==> config.mk <==
export PLATFORM = sky130hd
export DESIGN_NAME = expmu_table_buffer
export DESIGN_NICKNAME = d
export VERILOG_FILES = /design/src/rtl/expmu_table_buffer.sv
export SDC_FILE = /design/constraint.sdc
export NUM_CORES = 2
export LEC_CHECK = 0
export ABC_AREA = 1
export CAP_MARGIN = 5
export CORE_MARGIN = 8
export CORE_UTILIZATION = 50
export CTS_CLUSTER_DIAMETER = 30
export DETAILED_ROUTE_END_ITERATION = 6
export GPL_TIMING_DRIVEN = 0
export PLACE_DENSITY_LB_ADDON = 0.1
export SETUP_SLACK_MARGIN = 0.2
export SYNTH_ARGS = -nofsm -noshare
export SYNTH_HDL_FRONTEND = slang
export SYNTH_SLANG_ARGS = --single-unit
==> constraint.sdc <==
create_clock -name CLK -period 2.3 [get_ports CLK]
set_input_delay 0.69 -clock CLK [delete_from_list [all_inputs] [get_ports CLK]]
set_output_delay 0.69 -clock CLK [all_outputs]
set_load 0.03 [all_outputs]
==> src/rtl/expmu_table_buffer.sv <==
// Ping-pong table buffer for the S0*exp(t*mu) drift generator. A new table is
// filled into the back bank and swapped to the front after a complete fill.
module expmu_table_buffer #(
  parameter int DEPTH   = 64,
  parameter int logT    = 6,
  parameter int DW      = 17,
  parameter int TIMEOUT = 1024
) (
  input  logic            CLK,
  input  logic            iRstN,
  input  logic            iLoad,
  output logic            oStart,
  input  logic [DW-1:0]   iData,
  input  logic [logT-1:0] iAddr,
  input  logic            iValid,
  input  logic            iDone,
  input  logic            iRdEn,
  input  logic [logT-1:0] iRdAddr,
  output logic [DW-1:0]   oRdData,
  output logic            oRdValid,
  output logic            oReady,
  output logic            oBusy,
  output logic            oErr,
  output logic [7:0]      oSeq
);

  // One extra bit so the beat counter can saturate at DEPTH+1.
  localparam int CW = logT + 1;
  localparam int TW = $clog2(TIMEOUT + 1);
  localparam logic [CW-1:0] CNT_FULL = CW'(DEPTH);
  localparam logic [CW-1:0] CNT_SAT  = CW'(DEPTH + 1);
  localparam logic [TW-1:0] TO_LAST  = TW'(TIMEOUT - 1);

  typedef enum logic [1:0] {IDLE, START, FILL, SWAP} state_t;

  state_t          state;
  state_t          state_next;
  logic            bank_sel;
  logic [CW-1:0]   wr_cnt;
  logic [CW-1:0]   beats;
  logic [TW-1:0]   to_cnt;
  logic            done_ok;
  logic            timed_out;
  logic            fill_abort;
  logic            ready;
  logic            err;
  logic [7:0]      seq;
  logic [DW-1:0]   rd_data;
  logic            rd_valid;
  logic [DW-1:0]   mem [2*DEPTH];

  // A beat arriving together with iDone still counts toward completion.
  always_comb begin
    beats      = wr_cnt + CW'(iValid);
    done_ok    = (beats == CNT_FULL);
    timed_out  = (to_cnt == TO_LAST);
    fill_abort = iDone ? !done_ok : timed_out;
  end

  always_comb begin
    state_next = state;
    case (state)
      IDLE:  if (iLoad) state_next = START;
      START: state_next = FILL;
      FILL: begin
        if (iDone && done_ok) state_next = SWAP;
        else if (fill_abort)  state_next = IDLE;
      end
      SWAP:    state_next = IDLE;
      default: state_next = IDLE;
    endcase
  end

  always_ff @(posedge CLK or negedge iRstN) begin
    if (!iRstN) begin
      state    <= IDLE;
      bank_sel <= 1'b0;
      wr_cnt   <= '0;
      to_cnt   <= '0;
      ready    <= 1'b0;
      err      <= 1'b0;
      seq      <= '0;
    end else begin
      state <= state_next;
      case (state)
        IDLE: begin
          if (iLoad) begin
            err    <= 1'b0;
            wr_cnt <= '0;
            to_cnt <= '0;
          end
        end
        FILL: begin
          if (iValid && wr_cnt != CNT_SAT) wr_cnt <= wr_cnt + 1'b1;
          to_cnt <= to_cnt + 1'b1;
          if (fill_abort) err <= 1'b1;
        end
        SWAP: begin
          bank_sel <= ~bank_sel;
          ready    <= 1'b1;
          seq      <= seq + 8'd1;
        end
        default: ;
      endcase
    end
  end

  // Writes only ever target the back bank, so they cannot disturb readers.
  always_ff @(posedge CLK) begin
    if (state == FILL && iValid) mem[{~bank_sel, iAddr}] <= iData;
  end

  always_ff @(posedge CLK or negedge iRstN) begin
    if (!iRstN) begin
      rd_data  <= '0;
      rd_valid <= 1'b0;
    end else begin
      rd_valid <= iRdEn && ready;
      if (iRdEn) rd_data <= ready ? mem[{bank_sel, iRdAddr}] : '0;
    end
  end

  assign oStart   = (state == START);
  assign oBusy    = (state != IDLE);
  assign oReady   = ready;
  assign oErr     = err;
  assign oSeq     = seq;
  assign oRdData  = rd_data;
  assign oRdValid = rd_valid;

endmodule
==> impl_metrics.tcl <==
set metrics [dict create \
    status "finished with violations" \
    violations "DRC, setup timing" \
    hold_class "in -> reg" \
    hold_viol 0 \
    grt_pass1_wl_um 459000 \
    drt-initial-drc-count 10500 \
    die-area_mm2 0.193 \
    post-dp-hpwl_um 210000 \
    ys_warn_count 0 \
    syn_avg_cell_area_um2 12.0 \
    fin_worst_skew_ns 0.0648 \
    layout_min_cycle_time_ns 2.39 \
    htree_levels 5 \
    slowest_stage "dfrtp_2" \
    cts_buffer_depth 4 \
    ys_seq_area_share_pct 74.2 \
    mostFrequentLayoutCell "nand2_1" \
    p_per_area_mw_per_mm2 1040 \
    antenna_found_initial 13 \
    ant_nets 0 \
    power_mw 121 \
    placed_cells 9922 \
    post-place-ws_ns -2.72 \
    num_rows 155 \
    clk_pin_slew_ns 0.05 \
    routed_wl_um 331000 \
    io_buffers 60 \
    startpoint_type "flop" \
    io_pins 65 \
    clk_latency_ns 1.00 \
    worst_pin_slew_ns 0.948 \
    cp-end-kind "output pin" \
    first_global_vias 63200 \
    ys_ff_latch 2225 \
    dr.pass1.iters 7 \
    num_vias 67100 \
    numCtsBuffers 465 \
    clkSinkCount 2225 \
    fmax_mhz 418 \
    r2r_setup_slack_ns 0.03 \
    areaGrowthSynthToFinish_pct 29.5 \
    p_seq_share_pct 37.2 \
    leakagePower_nw 42.7 \
    ys_top_cells_by_area "edfxtp_1 73%, nand3_1 12%, nand2_1 9.7%" \
    tns_ns -0.140 \
    die_y_um 439 \
    grt_overflow 0 \
    report.final.slew_viol_count 0 \
    r2r_cells 11 \
    start_util_pct 50.3 \
    drc 4 \
    yosysTopAreaCellShare_pct 72.9 \
    switching_power_mw 28.6 \
    drive_above_1_share_pct 20.6 \
    placed_area_mm2 0.0951 \
    max_slew_margin_pct 36.8 \
    required_ns 1.61 \
    vias_per_cell 6.10 \
    syn_area_mm2 0.0897 \
    reg2reg_to "mem[51][16]" \
    nets 8287 \
    hold-worst-slack_ns 0.107 \
    period_share_pct 104 \
    gp_congestion 0.989 \
    use_met2_pct 49.0 \
    fin_cells 11000 \
    ir_drop_mv 0.811 \
    p_int_mw 92.7 \
    wl_per_cell_um 30.1 \
    arrival_ns 1.70 \
    p_comb_share_pct 7.4 \
    cp_cell_sequence "nor2_2, inv_2, buf_6" \
    p_clk_share_pct 55.3 \
    crit_fanout 4 \
    yosysUniqueCellTypes 35 \
    die_w_um 439 \
    syn_nets 7483 \
    setup_viol 3 \
    max_cap_violations 0 \
    fin_ws_ns -0.0901 \
    r2r-start "state[1]" \
    grt_max_degree 105 \
    path_class "reg -> out" \
    critical_path.startpoint "state[1]" \
    endpoint "oBusy" \
    grtUsageTotal_pct 33.2 \
    coreArea_mm2 0.178 \
    met3_usage_pct 9.01 \
    cts_tree "yes" \
    synth_cells 7442 \
    cts_root_buf "clkbuf_16" \
    slowest_delay_ns 0.44 \
    rsz0062_at_grt "yes" \
    utilization_pct 65.2 \
    yosysTopAreaCell "edfxtp_1" \
    gr-usage-met1_pct 44.2 \
    final_area_mm2 0.116 \
    sw_frac_of_total_pct 23.6 \
    final_cell_mix "2311 x nand2_1, 2176 x edfxtp_1, 2043 x nand3_1" \
    top_usage_layer "met2" \
]
[synth_stat cells (all sizes together)]
cell / instances
o21a: 2
and3: 1
a22o: 1
ha: 6
nor3: 4
a21oi: 8
edfxtp: 2176
inv: 44
buf: 410
clkinv: 4
o22ai: 2
nand3b: 2
dfrtp: 49
clkbuf: 76
nor4: 2
o21ai: 15
o31ai: 3
a21boi: 1
mux2: 1
nand4: 9
nand3: 2134
nand2: 2329
o2111ai: 1
xor2: 6
nor2: 154
xnor2: 2
[what timing repair did]
item,in CTS,in global routing
endpoints found under the hold margin,49,0
pin swaps,109,39
setup buffers,158,42
cloned,0,11
gates resized for setup,618,313
hold buffers,1,0
setup endpoints to repair,2223,2025
[per-layer routing]
metal	routed length, um	up-vias
met4	22700	4
met3	41700	966
met1	123000	32900
met2	144000	4829
li1	-	28400
met5	26	-
[critical path, delay by kind of cell, from the launching register on]
kind	cells	cell delay [ns]
AND/OR/NAND/NOR	1	0.14
buffers and inverters	2	0.18
flip-flops	1	0.44
[worst min path at each step]
| stage | endpoint | cells after the start | start | slack (ns) |
|---|---|---|---|---|
| floorplan | bank_sel | 0 | iRstN | 0.39 |
| global placement | oSeq[7] | 1 | oSeq[7] | 0.46 |
| detailed placement | oRdData[3] | 2 | oRdData[3] | 0.47 |
| CTS | mem[123][13] | 1 | iData[13] | 0.07 |
| global route | mem[120][13] | 1 | iData[13] | 0.09 |
| finish | mem[124][13] | 1 | iData[13] | 0.11 |
[state kept, by name, indices dropped and copies added, names as in the netlist]
name      cells
oReady        1
bank_sel      1
to_cnt       11
wr_cnt        7
oRdData      17
mem        2176
oSeq          8
oErr          1
state         2
oRdValid      1
[power groups by stage]
stage / Sequential (mW) / Clock [mW] / Combinational [mW]
after CTS: 45.2 / 67.2 / 8.19
final: 45.2 / 67.1 / 9.00
after global routing: 45.2 / 69.2 / 9.30
after floorplan: 46.2 / 0 / 3.37
after global placement: 46.2 / 0 / 7.48
after detailed placement: 45.9 / 0 / 7.72
[kinds of logic after synthesis]
family | synth area share [%]
mux | 0.0126
compound gates | 0.212
fa+ha+maj | 0.0837
buf+inv | 2.92
xor+xnor | 0.0781
simple gates | 22.4
flops | 74.2
[final cells by class]
cell class	count	area (um^2)
flip-flops and latches	2225	66600
inverters	48	231
repair buffers	337	5070
plain buffers	486	3440
well taps	2355	2950
diodes	10	25.0
clock buffers	529	12100
fillers	12800	62100
clock inverters	319	3690
multi-input cells	4683	22100
No activity file was read; power rests on OpenSTA's default activity.
